### src/rtl/ssd_display_ctrl.sv
// ssd_display_ctrl: scans a signed 3-digit BCD reading "S U.T H" onto a 4-digit multiplexed seven-segment display.
// Optional macro SSD_PWM_DIM_EN: dims the anodes within each digit slot according to BRIGHT.
module ssd_display_ctrl #(
    parameter int REFRESH_DIV = 16,
    parameter int CNT_W       = 17
) (
    input  logic        CLK,
    input  logic        RST,
    input  logic [11:0] BCDIN,
    input  logic        SIGN,
    input  logic        LOAD,
    input  logic [3:0]  BRIGHT,
    output logic [3:0]  AN,
    output logic [6:0]  SEG,
    output logic        DP
);
    logic [CNT_W-1:0] cnt;
    logic [1:0]       idx;
    logic [11:0]      sh_bcd;
    logic             sh_sign;
    logic [3:0]       nib;
    logic [3:0]       an_n;
    logic [6:0]       seg_n;
    logic             lit;

    function automatic logic [6:0] decode(input logic [3:0] d);
        case (d)
            4'd0:    decode = 7'b1000000;
            4'd1:    decode = 7'b1111001;
            4'd2:    decode = 7'b0100100;
            4'd3:    decode = 7'b0110000;
            4'd4:    decode = 7'b0011001;
            4'd5:    decode = 7'b0010010;
            4'd6:    decode = 7'b0000010;
            4'd7:    decode = 7'b1111000;
            4'd8:    decode = 7'b0000000;
            4'd9:    decode = 7'b0010000;
            default: decode = 7'b0000110;
        endcase
    endfunction

`ifdef SSD_PWM_DIM_EN
    localparam logic [CNT_W:0] STEP = (CNT_W+1)'(REFRESH_DIV / 16);
    logic [CNT_W:0] lim;
    assign lim = ((CNT_W+1)'(BRIGHT) + (CNT_W+1)'(1)) * STEP;
    assign lit = {1'b0, cnt} < lim;
`else
    logic unused_bright;
    assign unused_bright = ^BRIGHT;
    assign lit = 1'b1;
`endif

    always_comb begin
        nib   = idx == 2'd0 ? sh_bcd[3:0] : idx == 2'd1 ? sh_bcd[7:4] : sh_bcd[11:8];
        seg_n = idx == 2'd3 ? (sh_sign ? 7'b0111111 : 7'b1111111) : decode(nib);
        an_n  = lit ? ~(4'b0001 << idx) : 4'b1111;
    end

    // Outputs are built from pre-LOAD shadow state, so a capture shows up one cycle later.
    always_ff @(posedge CLK) begin
        if (RST) begin
            cnt     <= '0;
            idx     <= 2'd0;
            sh_bcd  <= 12'h000;
            sh_sign <= 1'b0;
            AN      <= 4'b1111;
            SEG     <= 7'b1111111;
            DP      <= 1'b1;
        end else begin
            cnt <= cnt == CNT_W'(REFRESH_DIV - 1) ? '0 : cnt + 1'b1;
            idx <= cnt == CNT_W'(REFRESH_DIV - 1) ? idx + 2'd1 : idx;
            if (LOAD) begin
                sh_bcd  <= BCDIN;
                sh_sign <= SIGN;
            end
            AN  <= an_n;
            SEG <= seg_n;
            DP  <= idx != 2'd2;
        end
    end
endmodule

### config.mk
export PLATFORM = sky130hd
export DESIGN_NAME = ssd_display_ctrl
export DESIGN_NICKNAME = d
export VERILOG_FILES = /design/src/rtl/ssd_display_ctrl.sv
export SDC_FILE = /design/constraint.sdc
export NUM_CORES = 1
export LEC_CHECK = 0
export CAP_MARGIN = 20
export CORE_MARGIN = 2
export CORE_UTILIZATION = 45
export DETAILED_ROUTE_END_ITERATION = 12
export HOLD_SLACK_MARGIN = 0.12
export PLACE_DENSITY = 0.73
export SYNTH_ARGS = -nofsm -noshare
export SYNTH_HDL_FRONTEND = slang
export SYNTH_SLANG_ARGS = --single-unit
export TNS_END_PERCENT = 10
### constraint.sdc
create_clock -name CLK -period 6.5 [get_ports CLK]
set_clock_uncertainty 0.15 [all_clocks]
set_input_delay 1.625 -clock CLK [delete_from_list [all_inputs] [get_ports CLK]]
set_output_delay 1.625 -clock CLK [all_outputs]
set_load 0.02 [all_outputs]
==> impl_metrics.yaml, run 1 <==
place:
  dp_hpwl_mm: 2.54
  port_buffers: 27
  place_ws_ns: 3.08
  finalWeightedCongestion: 0.820
clocking:
  cts_tree: "done"
  holdBufCountCts: 0
  clock_path_buffers: 2
  post_cts_buffers: 0
  path_clk_slew_ns: 0.08
  cts_resized: 0
  numCtsBuffers: 5
  cts_max_level: 2
  cts_root_buffer: "clkbuf_8"
  clk-insertion-delay-late_ns: 0.29
  cts_sinks: 43
timing:
  fmax_mhz: 329
  finalMaxSlewViolations: 0
  fin_tns_setup_ns: 0
  final-setup-viol-count: 0
  period_needed_ns: 3.04
  slew_headroom_pct: 48.2
  hold_viol: 0
  setup_ws_ns: 3.46
  rsz0062_at_grt: "false"
  timing.final.crit_share_pct: 46.8
  holdWs_ns: 0.313
  worst_pin_slew_ns: 0.774
global_route:
  grt_start_max_net_pins: 24
  grt.total_usage_pct: 15.3
  grt_overflow: 0
  grt_pass1_vias: 1377
  grt_pass1_wl_mm: 5.99
  antenna_found_initial: 0
cells_and_area:
  diodes: 0
  drive_gt1_share_pct: 6.78
  nNetsFinal: 265
  area_delta_synth_final_pct: 19.1
  fin_util_pct: 54.8
synth:
  seq_area_frac_synth_pct: 43.6
  yosysTopAreaCell: "dfxtp_1"
  synth.avg_cell_area_um2: 9.45
  synth_most_common_cell: "dfxtp_1"
  synth_common_cells: "dfxtp_1 (43), nor2_1 (29), mux2i_1 (22), o21ai_0 (12), inv_1 (11)"
  synthTopCellsByArea: "dfxtp_1 (44%), mux2i_1 (11%), ha_1 (6.3%)"
  syn_nets: 239
  synth-edff-count: 0
  synth_warnings: 0
  synthDistinctLibCells: 39
  ys_ff_latch: 43
  async_reset_ff_share_pct: 0
  synth_cells: 209
  synth_area_um2: 1970
  synth.top_cell.area_share_pct: 43.6
  synthFlopType: "dfxtp_1"
worst_setup_path:
  critical_path_class: "in2reg"
  start_kind: "input port"
  path_cells: "clkdlybuf4s50_1 > nor2_1 > o311ai_0"
  crit_required_ns: 6.50
  slowest_delay_ns: 0.80
  cp.arrival_ns: 3.05
  reg2reg_slack_ns: 3.64
  critPathSlowestCell: "clkdlybuf4s50_1"
  cp_max_fo: 23
  end_kind: "flop"
floorplan:
  die_w_um: 70.2
  die_area_um2: 4930
  initial_core_util_pct: 46.0
  core_um2: 4290
  num_io_pins: 32
  num_rows: 24
  dieHeight_um: 70.2
routing:
  drtIter0Drc: 31
  first_pass_iters: 4
  wl_per_cell_um: 12.0
  via_per_inst: 5.24
  ant_nets: 0
  vias: 1508
  drc: 0
  drt_wl_total_mm: 3.46
job:
  drv_cap: 0
pwr:
  peakVddDrop_v: 0.000135
  power_mw: 0.498
  p_per_area_nw_per_um2: 212
  leakagePower_nw: 0.909
worst_hold_path:
  hold_class: "reg2reg"
status:
  status: "finished, final reports clean"
[critical path, delay by kind of cell]
family / cells / cell delay (ns)
AOI/OAI and AO/OA: 1 / 0.18
buffers and inverters: 1 / 0.80
and+or+nand+nor: 1 / 0.43
[cell usage in the layout, fill, tap and decap left out, drive strengths merged, types with 3 or more instances in the layout]
cell type      instances
nor3                   3
o21ai                 13
dfxtp                 43
or4                    3
clkinv                 3
o31ai                  3
clkdlybuf4s50         27
nand3                  7
or3                    3
xnor2                  9
a21oi                  9
nand4                  4
nand2                  8
nand2b                 4
inv                   11
ha                    10
clkbuf                 5
mux2i                 23
nor2                  29
nor4                   4
[where the power goes]
| group | switching, mW | internal (mW) | leakage [nW] |
|---|---|---|---|
| Sequential | 0.00564 | 0.274 | 0.353 |
| Combinational | 0.0264 | 0.0294 | 0.509 |
| Clock | 0.0885 | 0.0735 | 0.0477 |
[per-layer routing]
metal | share of wire (%) | wire length [µm] | track usage, % | vias up
li1 | - | - | - | 771
met1 | 47 | 1640 | 18.2 | 700
met2 | 46 | 1600 | 25.4 | 30
met3 | 4.0 | 139 | 3.90 | 7
met4 | 2.3 | 78 | 7.69 | 0
met5 | 0 | 0 | 0 | -
[flip-flops by register name (all words and copies together) (netlist names)]
register	cells
sh_sign	1
cnt	17
SEG	7
AN	4
sh_bcd	12
idx	2
[final cells by class]
type	count	area, µm²
Clock buffer	5	68.8
Clock inverter	3	15.0
Fill cell	418	1940
Inverter	11	41.3
Multi-Input combinational cell	147	1030
Sequential cell	43	861
Tap cell	52	65.1
Timing Repair Buffer	27	270
[stage by stage]
| stage | instance area [µm²] | std cells |
|---|---|---|
| after global placement | 2270 | 280 |
| after global routing | 2350 | 288 |
| final | 2350 | 288 |
| after detailed placement | 2270 | 280 |
| after CTS | 2350 | 288 |
| after floorplan | 1970 | 209 |
[kinds of logic (layout without fill, tap and decap cells)]
| kind of cell | count (synthesis) | after routing | share of synthesized area, % |
|---|---|---|---|
| mux | 24 | 24 | 12.9 |
| simple gates | 72 | 72 | 19.5 |
| compound gates | 31 | 31 | 9.13 |
| buf+inv | 19 | 46 | 4.18 |
| xor+xnor | 10 | 10 | 4.44 |
| flops | 43 | 43 | 43.6 |
| fa+ha+maj | 10 | 10 | 6.34 |
[final timing paths]
kind	from	to	cells past startpoint
worst min register to register	cnt[0]	cnt[0]	1
worst max-delay path	RST	SEG[4]	3
worst min-delay path	cnt[0]	cnt[0]	1
worst max register to register	idx[1]	SEG[4]	10
(Power assumes the default switching activity.)
==> run 2, diff against run 1 <==
Clock period 6.5 ns to 3 ns, I/O delays scaled along.
==> impl_metrics.yaml, run 2 (synthesis results as in run 1) <==
worst_hold_path:
  hold_class: "reg2reg"
  holdPathEnd: "cnt[0]"
  min_path_cells: 1
  min_from: "cnt[0]"
cells_and_area:
  final_common_cell: "dfxtp_1"
  nNetsFinal: 268
  reg.largest.list: "cnt x17, sh_bcd x12, SEG x7"
  area_delta_synth_final_pct: 22.0
  largest_reg_flops: 17
  drive_gt1_share_pct: 7.95
  fin_util_pct: 56.1
  top_register: "cnt"
  mostFrequentLayoutCells: "dfxtp_1 (43), nor2_1 (29), clkdlybuf4s50_1 (27)"
  diodes: 0
timing:
  setup_ws_ns: 0.574
  fin_tns_setup_ns: 0
  final-setup-viol-count: 0
  hold_viol: 0
  worst_pin_slew_ns: 0.471
  period_needed_ns: 2.43
  rsz0062_at_grt: "false"
  slew_headroom_pct: 68.5
  fmax_mhz: 412
  timing.final.crit_share_pct: 80.9
  finalMaxSlewViolations: 0
clocking:
  holdBufCountCts: 0
  cts_root_buffer: "clkbuf_8"
  clk-insertion-delay-late_ns: 0.29
  cts_tree: "done"
  path_clk_slew_ns: 0.08
  cts_max_level: 2
  cts_resized: 0
  clock_path_buffers: 2
  post_cts_buffers: 0
  numCtsBuffers: 5
  cts_sinks: 43
worst_setup_path:
  cp.arrival_ns: 2.43
  critPathTopFamily: "adder cells"
  path_cells: "inv_1 > ha_1 > mux2i_1 > o21ai_0 > inv_1 > ha_1 > mux2i_1 > mux2i_1 > o211ai_1 > o311ai_0"
  r2r-end: "SEG[4]"
  startpoint: "idx[1]"
  reg2reg_slack_ns: 0.57
  slowest_delay_ns: 0.38
  crit_top_cell: "mux2i_1"
  end_kind: "flop"
  cp.depth: 10
  critPathSlowestCell: "dfxtp_1"
  r2r_cells: 10
  path_buf_inv: 2
  cp_max_fo: 6
  start_kind: "flop"
  reg2reg_from: "idx[1]"
  crit_required_ns: 3.00
  critical_path_class: "reg2reg"
pwr:
  power_switching_share_pct: 22.4
  peakVddDrop_v: 0.000326
  p_per_area_nw_per_um2: 497
  combPwrFrac_pct: 10.4
  clock_power_share_pct: 38.9
  p_switching_mw: 0.268
  leakagePower_nw: 0.938
  p_seq_share_pct: 50.7
  internal_power_mw: 0.929
routing:
  via_per_inst: 5.07
  met1_length_mm: 1.75
  dr.max_layer_used: "met4"
  drtIter0Drc: 66
  vias: 1474
  wl_met2_mm: 1.60
  drt_wl_total_mm: 3.56
  ant_nets: 0
  drc: 0
  first_pass_iters: 4
  wl_per_cell_um: 12.2
  wl_met3_um: 137
global_route:
  antenna_found_initial: 0
  grt.total_usage_pct: 15.8
  grt_pass1_wl_mm: 6.24
  grt_start_max_net_pins: 17
  grt_pass1_vias: 1444
  grt_overflow: 0
place:
  place_ws_ns: 0.574
  dp_hpwl_mm: 2.62
  port_buffers: 27
  finalWeightedCongestion: 0.773
floorplan:
  dieHeight_um: 70.2
  num_io_pins: 32
  initial_core_util_pct: 46.0
  core_um2: 4290
  die_area_um2: 4930
  num_rows: 24
  die_w_um: 70.2
job:
  drv_cap: 0
status:
  status: "finished, final reports clean"
## run 2: cell count changes in the layout (fill, tap and decap cells not counted), sizes merged
cell / change
buf: +3
clkbuf: +1
clkinv: -2
bufinv: +1
## run 2: cell type report
| cell class | count | area (µm²) |
|---|---|---|
| Clock buffer | 6 | 82.6 |
| Clock inverter | 2 | 35.0 |
| Fill cell | 393 | 1890 |
| Inverter | 11 | 41.3 |
| Multi-Input combinational cell | 147 | 1030 |
| Sequential cell | 43 | 861 |
| Tap cell | 52 | 65.1 |
| Timing Repair Buffer | 30 | 293 |
## run 2: worst max path at each step
| stage | endpoint | slack [ns] |
|---|---|---|
| after detailed placement | SEG[4] | 0.57 |
| final | SEG[4] | 0.57 |
| after CTS | SEG[4] | 0.56 |
| after floorplan | SEG[4] | 0.62 |
| after global routing | SEG[4] | 0.25 |
| after global placement | SEG[4] | 0.61 |
## run 2: power by group through the flow
| stage | Clock [mW] | Combinational [mW] | Sequential, mW |
|---|---|---|---|
| finish | 0.466 | 0.124 | 0.607 |
| detailed placement | 0 | 0.125 | 0.620 |
| CTS | 0.478 | 0.125 | 0.607 |
| global placement | 0 | 0.123 | 0.619 |
| global route | 0.498 | 0.137 | 0.610 |
| floorplan | 0 | 0.0605 | 0.630 |
## run 2: metal layers
metal  global-route usage (%)  vias to the layer above
li1                         -                      777
met1                     19.7                      663
met2                     25.3                       29
met3                     3.90                        5
met4                     8.12                        0
met5                        0                        -
## run 2: through the flow
stage | hold WS (ns) | power, mW | area [µm²] | cells
2_1_floorplan | 0.279 | 0.690 | 1970 | 209
3_3_place_gp | 0.296 | 0.742 | 2290 | 283
3_5_place_dp | 0.308 | 0.745 | 2290 | 283
4_1_cts | 0.328 | 1.21 | 2410 | 291
5_1_grt | 0.366 | 1.25 | 2410 | 291
6_report | 0.327 | 1.20 | 2410 | 291
==> run 3, diff against run 2 <==
Clock period 3 ns to 2.27 ns, I/O delays scaled along.
==> impl_metrics.yaml, run 3 (synthesis results as in run 1) <==
pwr:
  internal_power_mw: 1.20
  p_per_area_nw_per_um2: 638
  leakagePower_nw: 0.953
  combPwrFrac_pct: 10.5
  p_switching_mw: 0.359
  peakVddDrop_v: 0.000515
  clock_power_share_pct: 38.1
  p_seq_share_pct: 51.4
  power_switching_share_pct: 23.0
cells_and_area:
  n_fill_cell: 411
  top_register: "cnt"
  reg.largest.list: "cnt x17, sh_bcd x12, SEG x7"
  largest_reg_flops: 17
  final_common_cell: "dfxtp_1"
  nNetsFinal: 272
  area_delta_synth_final_pct: 23.8
  diodes: 0
  mostFrequentLayoutCells: "dfxtp_1 (42), nor2_1 (29), clkdlybuf4s50_1 (27)"
  drive_gt1_share_pct: 11.1
clocking:
  path_clk_slew_ns: 0.09
  clk-insertion-delay-late_ns: 0.30
  numCtsBuffers: 5
  holdBufCountCts: 0
  clock_path_buffers: 2
  cts_tree: "done"
  cts_max_level: 2
  cts_sinks: 43
  cts_root_buffer: "clkbuf_8"
timing:
  hold_viol: 0
  fmax_mhz: 477
  period_needed_ns: 2.10
  rsz0062_at_grt: "false"
  fin_tns_setup_ns: 0
  slew_headroom_pct: 70.8
  setup_ws_ns: 0.172
  finalMaxSlewViolations: 0
  worst_pin_slew_ns: 0.434
  timing.final.crit_share_pct: 92.4
  final-setup-viol-count: 0
worst_setup_path:
  critical_path_class: "reg2reg"
  cp.arrival_ns: 2.11
  slowest_delay_ns: 0.34
  critPathTopFamily: "adder cells"
  start_kind: "flop"
  crit_required_ns: 2.28
  crit_top_cell: "mux2i_1"
  path_buf_inv: 2
  critPathSlowestCell: "dfxtp_1"
  path_cells: "inv_1 > ha_2 > mux2i_1 > o21ai_2 > inv_1 > ha_1 > mux2i_1 > mux2i_1 > o211ai_1 > o311ai_0"
  cp_max_fo: 5
  end_kind: "flop"
routing:
  drt_wl_total_mm: 3.40
  ant_nets: 0
  vias: 1484
  drtIter0Drc: 98
  first_pass_iters: 4
  drc: 0
  wl_per_cell_um: 11.5
  via_per_inst: 5.03
floorplan:
  dieHeight_um: 70.2
  initial_core_util_pct: 46.0
  num_io_pins: 32
  num_rows: 24
  die_area_um2: 4930
  core_um2: 4290
  die_w_um: 70.2
global_route:
  grt_overflow: 0
  grt_pass1_wl_mm: 6.15
  antenna_found_initial: 0
  grt.total_usage_pct: 15.4
  grt_start_max_net_pins: 20
  grt_pass1_vias: 1415
place:
  dp_hpwl_mm: 2.53
  place_ws_ns: 0.0615
  finalWeightedCongestion: 0.765
  port_buffers: 27
worst_hold_path:
  hold_class: "reg2reg"
job:
  drv_cap: 0
status:
  status: "finished, final reports clean"
-- run 3: cell count changes in the layout (fill, tap and decap cells not counted), sizes merged --
cell    previous run  this run
clkinv             1         2
buf                3         7
clkbuf             6         5
-- run 3: repair_timing --
| action | in CTS | in global routing |
|---|---|---|
| hold endpoints to repair | 0 | 0 |
| setup buffers | 0 | 0 |
| endpoints found under the setup margin | 0 | 2 |
| gates resized for setup | 0 | 5 |
-- run 3: routing by layer --
layer	vias up	routed length, µm	part of all wire [%]	track usage [%]
met2	26	1510	44	24.1
li1	787	-	-	-
met3	5	128	3.8	3.75
met5	-	0	0	0
met1	666	1700	50	19.8
met4	0	66	1.9	7.48
-- run 3: stage by stage --
| stage | instances | utilization, % | power, mW | hold slack (ns) | area, µm² |
|---|---|---|---|---|---|
| 3_5_place_dp | 287 | 54.1 | 0.983 | 0.304 | 2320 |
| 5_1_grt | 295 | 56.9 | 1.62 | 0.338 | 2440 |
| 3_3_place_gp | 287 | 54.1 | 0.981 | 0.295 | 2320 |
| 4_1_cts | 295 | 56.7 | 1.57 | 0.325 | 2430 |
| 6_report | 295 | 56.9 | 1.56 | 0.316 | 2440 |
| 2_1_floorplan | 209 | - | 0.913 | 0.279 | 1970 |
-- run 3: path summary, 6_finish.rpt --
check	start	to	slack, ns	depth (start not counted)
worst max register to register	idx[1]	SEG[4]	0.17	10
worst min-delay path	cnt[0]	cnt[0]	0.32	1
worst max-delay path	idx[1]	SEG[4]	0.17	10
worst min register to register	cnt[0]	cnt[0]	0.32	1
-- run 3: cell type report --
type,instances,area (µm²),area share (%)
multi-input combinational,147,1040,42.6
sequential,43,862,35.3
timing repair buffer,34,323,13.2
clock buffer,5,68.8,2.82
tap,52,65.1,2.66
clock inverter,3,43.8,1.79
inverter,11,41.3,1.69
-- run 3: power by group through the flow --
stage / clock [mW] / sequential, mW / combinational (mW)
3_3_place_gp: 0 / 0.819 / 0.163
3_5_place_dp: 0 / 0.819 / 0.164
4_1_cts: 0.608 / 0.802 / 0.165
2_1_floorplan: 0 / 0.833 / 0.0801
5_1_grt: 0.637 / 0.805 / 0.182
6_report: 0.593 / 0.801 / 0.164
